## config.mk

```make
export PLATFORM = sky130hd
export DESIGN_NAME = chk_fifo
export DESIGN_NICKNAME = d
export VERILOG_FILES = /design/src/rtl/fp32_tb_pkg.sv /design/src/rtl/chk_fifo.sv
export SDC_FILE = /design/constraint.sdc
export NUM_CORES = 1
export LEC_CHECK = 0
export CAP_MARGIN = 40
export CORE_MARGIN = 2
export CORE_UTILIZATION = 60
export CTS_BUF_LIST = sky130_fd_sc_hd__clkbuf_2 sky130_fd_sc_hd__clkbuf_4 sky130_fd_sc_hd__clkbuf_8
export DETAILED_ROUTE_END_ITERATION = 8
export GPL_TIMING_DRIVEN = 0
export PLACE_DENSITY_LB_ADDON = 0.05
export SYNTH_ARGS = -nofsm -noshare
export SYNTH_HDL_FRONTEND = slang
export SYNTH_SLANG_ARGS = --single-unit
```

## constraint.sdc

```tcl
create_clock -name clk -period 4.95 [get_ports clk]
set_input_delay 0.99 -clock clk [delete_from_list [all_inputs] [get_ports clk]]
set_output_delay 0.99 -clock clk [all_outputs]
set_load 0.03 [all_outputs]
```

## src/rtl/fp32_tb_pkg.sv

```systemverilog
// fp32_tb_pkg
// Shared definitions for the fp32 adder result checker: fp32 field
// positions, the checker state encoding, the FIFO entry layout and two
// small helpers (NaN detection and saturating increment).
package fp32_tb_pkg;

  // fp32 field boundaries
  localparam int         EXP_MSB = 30;
  localparam int         EXP_LSB = 23;
  localparam int         MAN_MSB = 22;
  localparam logic [7:0] EXP_MAX = 8'hFF;

  // Checker phases: accepting stimulus, waiting for outstanding results,
  // finished (terminal until reset).
  typedef enum logic [1:0] {
    RUN   = 2'd0,
    DRAIN = 2'd1,
    DONE  = 2'd2
  } state_t;

  // One issued operation: operands plus the golden sum (96 bits).
  typedef struct packed {
    logic [31:0] x1;
    logic [31:0] x2;
    logic [31:0] ref_sum;
  } chk_entry_t;

  // Any NaN: all-ones exponent with a non-zero mantissa.
  function automatic logic is_nan(input logic [31:0] v);
    return (v[EXP_MSB:EXP_LSB] == EXP_MAX) && (v[MAN_MSB:0] != '0);
  endfunction

  // Increment that sticks at all-ones instead of wrapping.
  function automatic logic [31:0] sat_inc(input logic [31:0] v);
    return (v == '1) ? v : v + 32'd1;
  endfunction

endpackage

```

## src/rtl/chk_fifo.sv

```systemverilog
// chk_fifo
// Synchronous FIFO holding issued operations until their result arrives.
// The head entry is visible combinationally (first-word fall-through), so
// the compare can happen in the same cycle as the pop.
//
// Ports
//   clk    : clock, all state changes on the rising edge
//   rst    : synchronous active-low reset (pointers and count only)
//   push   : write data this cycle (caller guarantees room, or a same-cycle pop)
//   pop    : retire the head entry this cycle (caller guarantees non-empty)
//   data   : entry to write
//   head   : oldest entry, valid whenever empty is low
//   full   : DEPTH entries stored
//   empty  : no entries stored
//
// DEPTH must be a power of two so the pointers wrap by plain overflow.
module chk_fifo
  import fp32_tb_pkg::*;
#(
  parameter int DEPTH = 16
) (
  input  logic       clk,
  input  logic       rst,
  input  logic       push,
  input  logic       pop,
  input  chk_entry_t data,
  output chk_entry_t head,
  output logic       full,
  output logic       empty
);

  localparam int AW = $clog2(DEPTH);

  chk_entry_t     mem [DEPTH];
  logic [AW-1:0]  wr_ptr;
  logic [AW-1:0]  rd_ptr;
  logic [AW:0]    count;

  // NOTE: the storage array has no reset on purpose; only pointers and
  // count define which entries are live, so stale data is never observed.
  always_ff @(posedge clk) begin
    if (push) begin
      mem[wr_ptr] <= data;
    end
  end

  // NOTE: all sequential state uses non-blocking assignments so every
  // register samples the pre-edge values of its neighbours.
  always_ff @(posedge clk) begin
    if (!rst) begin
      wr_ptr <= '0;
      rd_ptr <= '0;
      count  <= '0;
    end else begin
      if (push) wr_ptr <= wr_ptr + 1'b1;
      if (pop)  rd_ptr <= rd_ptr + 1'b1;
      case ({push, pop})
        2'b10:   count <= count + 1'b1;
        2'b01:   count <= count - 1'b1;
        default: count <= count;
      endcase
    end
  end

  assign head  = mem[rd_ptr];
  assign full  = (count == (AW+1)'(DEPTH));
  assign empty = (count == '0);

endmodule

```

# Word-level counts from Yosys, hierarchy flattened
# Memory sizes are Yosys's and may differ from the RTL's. A register that Yosys moved wholly into a read port is not among the register bits.
# Index checks and enable logic that the tools add are counted.
[totals]
mem_count = 1
input_bits = 100
ramBits = 1536
out_inout_bits = 98
regBits = 13
wordCells = 18
[op_classes]
n_reduce_logical = 2
n_eq_ne = 3
muxes = 5
add_sub_neg = 4
[memory_table]
columns = ["name", "depth", "width", "read_ports", "rd_ports_with_merged_regs", "write_ports", "line_no", "rtl"]
rows = [
  ["mem", 16, 96, 1, 1, 1, "chk_fifo.sv:34", "chk_entry_t mem [DEPTH];"],
]
[op_table]
columns = ["cell", "count"]
rows = [
  ["$pmux W5 S2", 1],
  ["$add A4 B1 Y4 const B", 2],
  ["$mux W4", 2],
  ["$add A5 B1 Y5 const B", 1],
  ["$eq A5 B5 Y1 const B", 1],
  ["$logic_not A5 Y1", 1],
  ["$sub A5 B1 Y5 const B", 1],
  ["$eq A2 B1 Y1 const B", 1],
  ["$eq A2 B2 Y1 const B", 1],
  ["$mux W1", 2],
  ["$reduce_bool A2 Y1", 1],
]

# Depth between registers and ports, before layout
[logic_depth]
ltp_word = 3
ltp_mapped = 9
mapped_depth_nobuf = 8

# Worst setup path after synthesis
# OpenSTA, ideal clock, no wires.
[synth_timing]
path_kind = "in2reg"
startpoint = "in push"
endpoint = "mem mem[10][0] in the netlist's numbering, enable pin"
arrival_ns = 3.879
t_required_ns = 4.485
path_slack_ns = 0.605
path_buffers = 1
cell_stages = 4
setup_ns = 0.465
path_cell_list = "clkbuf_1 -> inv_1 -> nor3b_1 -> and2_1"
[synth_between]
elab_chain_cells = 2
[synth_lines]
columns = ["element", "line_no", "rtl"]
rows = [
  ["start, declared", "chk_fifo.sv:24", "input logic push,"],
  ["$mux W1", "chk_fifo.sv:42", "if (push) begin"],
  ["$mux W1 (not written as such)", "chk_fifo.sv:43", "mem[wr_ptr] <= data;"],
  ["end, declared", "chk_fifo.sv:34", ""],
]
# No other way between the ends.

==> reports/qor.csv <==
metric,value,unit
crit-path max FO,10,
crit path kind,reg2out,
Flop pwr share,0.543,
DPL Wire Length,76.4,mm
"Reg clk slew, reported paths",0.07,ns
fin crit period,4.85,ns
Peak VDD IR,0.000266,V
worst hold path type,reg2reg,
clock skew,0.0199,ns
Root Buffer,clkbuf_8,
P_leak,21.3,nW
io pins,198,
RSZ-0062 raised after global routing,yes,
CP Capture Type,output port,
Synth Cell Area,58300,um^2
Layout Cells excl Fill,4387,
pwr dens,401,nW/um^2
yosys warns,0,
routability cong.,0.735,
Die ar.,99700,um^2
global-route usage over all layers,0.276,
"wirelength, routed",134,mm
Setup-failing EPs final,0,
Max-Cap Viols,0,
CTS Buf Count,233,
DRT Pass-1 Iters,5,
share of layout cells above drive strength 1,0.290,
Core Rows,114,
total global routing overflow,0,
Worst EP required,3.96,ns
sequential element share of the synthesized area,0.797,
most frequent cells in the layout,"edfxtp_1, mux4_2, clkbuf_8",
antenna-violating nets left,0,
CTS sink count,1553,
Psw,6.05,mW
Hold Path Depth,2,
DR vias,28000,
"Max stage delay cell, worst path",clkdlybuf4s50_1,
"most used cell, CP",buf_2,
"Design Area, Final",67500,um^2
combinational share of power,0.089,
Die Y,316,um
Post-Syn Nets,2563,
max incr delay on CP,0.64,ns
highest clock rate,0.206,GHz
CTS tree,done,
"commonest non-fill, non-tap cell in the layout",edfxtp_1,
slew margin rel.,0.404,
Fin Hold WS,0.576,ns
reg2reg setup slack,2.39,ns
die span in x,316,um
crit-path cells,"buf_2, buf_2, buf_1, mux4_2, a22oi_1, nand2_1, clkdlybuf4s50_1",
Power Total,27.0,mW
internal power,21.0,mW
Nets,3037,
Worst R2R Path Depth,4,
crit share post-route,0.980,
register bit count reported by yosys,1553,
clock network fraction of design power,0.368,
WP data arrival,3.86,ns
"Clk Latency, worst-skew pair",0.88,ns
First DRT Iteration DRCs,3633,
post-synth cell types,35,
synth-to-layout area growth,15.7,%
Mean Syn Cell Area,23.8,um^2
first-pass GRT wire length,193,mm
Max Slew Vio Count,0,
status,completed,
routed wire length per instance,30.6,um
initial antenna violation count,9,
Starting Density,0.604,
worst-margin pin slew,0.894,ns
CTS max path bufs,3,
Post-Syn Instances,2454,
final hold vios,0,
Via-to-Cell Ratio,6.39,
vias in the first global route,29100,
Placed Area,62900,um^2
drc violations,0,
CP startpoint kind,flip-flop,
switch share,0.224,
Core Box Area,96600,um^2
H-tree depth,4,
largest net degree at the start of global routing,44,
I/O Buffers,196,
placed instance count,3969,
[critical path: cells and delay by family (launching register included)]
kind | cells | cell delay (ns)
muxes | 1 | 0.41
DFF | 1 | 0.30
and+or+nand+nor | 1 | 0.15
AOI/OAI and AO/OA | 1 | 0.21
buffers and inverters | 4 | 1.91
[worst paths after layout]
path | from | to
max reg2reg | wr_ptr[2] | mem[3][53]
min reg2reg | count[3] | count[3]
min | count[3] | count[3]
max | flip-flop | head[94]
[power by group through the flow]
stage          logic [mW]  clock network [mW]  registers [mW]
2_1_floorplan        1.44                   0            15.0
3_3_place_gp         2.33                   0            15.0
3_5_place_dp         2.43                   0            15.0
4_1_cts              2.44                10.1            14.7
5_1_grt              2.56                10.6            14.7
6_report             2.41                9.94            14.7
[layer usage]
metal | wire length, um | global-route usage
met5 | 64 | 0
met4 | 2980 | 0.0818
met3 | 11700 | 0.0559
met2 | 65400 | 0.435
met1 | 53900 | 0.401
[sequential cells by signal (all words and copies together) (netlist names), named ones only]
register,cells
count,5
wr_ptr,4
mem,1536
rd_ptr,4
[repair_timing]
action | in CTS | in global routing
gates resized for setup | 21 | 25
setup endpoints to repair | 69 | 39
setup buffers | 0 | 0
hold buffers | 0 | 0
gates cloned | 0 | 0
[synthesized netlist by cell type, drive strengths merged]
| cell type | instances | area share |
|---|---|---|
| a21boi | 1 | 0.00013 |
| a21oi | 2 | 0.00017 |
| a221oi | 1 | 0.00015 |
| a22oi | 192 | 0.025 |
| and2 | 25 | 0.0027 |
| and3 | 1 | 0.00011 |
| buf | 88 | 0.0097 |
| clkbuf | 45 | 0.0029 |
| dfxtp | 17 | 0.0058 |
| edfxtp | 1536 | 0.79 |
| ha | 9 | 0.0019 |
| inv | 5 | 0.00032 |
| mux2i | 3 | 0.00051 |
| mux4 | 384 | 0.15 |
| nand2 | 100 | 0.0064 |
| nand3 | 4 | 0.00034 |
| nand3b | 1 | 0.00013 |
| nand4 | 5 | 0.00054 |
| nand4b | 3 | 0.00045 |
| nand4bb | 1 | 0.00019 |
| nor2 | 5 | 0.00032 |
| nor2b | 5 | 0.00054 |
| nor3 | 1 | 0.000086 |
| nor3b | 4 | 0.00051 |
| o211ai | 1 | 0.00013 |
| o21a | 2 | 0.00026 |
| o21ai | 1 | 0.000086 |
| or3 | 1 | 0.00011 |
| or4 | 1 | 0.00013 |
| or4b | 1 | 0.00017 |
| xnor2 | 6 | 0.00090 |
| xor2 | 3 | 0.00045 |
[layout make-up]
class / instances / area (um^2)
fill: 5803 / 29100
clock inverter: 77 / 414
multi-input combinational: 763 / 11100
clock buffer: 337 / 4040
timing repair buffer: 239 / 2980
buffer: 133 / 798
antenna: 4 / 10.0
inverter: 5 / 18.8
tap: 1276 / 1600
sequential: 1553 / 46500
[per-stage QoR]
step,setup WS (ns),TNS [ns],util
2_1_floorplan,0.605,0,-
3_3_place_gp,-2.47,-3231.18,0.641
3_5_place_dp,0.747,0,0.652
4_1_cts,0.00307,0,0.698
5_1_grt,-0.0350,-0.0462,0.699
6_report,0.0996,0,0.699
[cell families after synthesis]
| kind of cell | after synthesis | share of synthesized area |
|---|---|---|
| AOI/OAI and AO/OA | 200 | 0.0256 |
| xor gates and xnor gates | 9 | 0.00135 |
| adders and majority gates | 9 | 0.00193 |
| buffers and inverters | 138 | 0.0129 |
| DFF | 1553 | 0.797 |
| muxes | 387 | 0.149 |
| and+or+nand+nor | 158 | 0.0127 |
No activity file was read; power rests on OpenSTA's default activity.
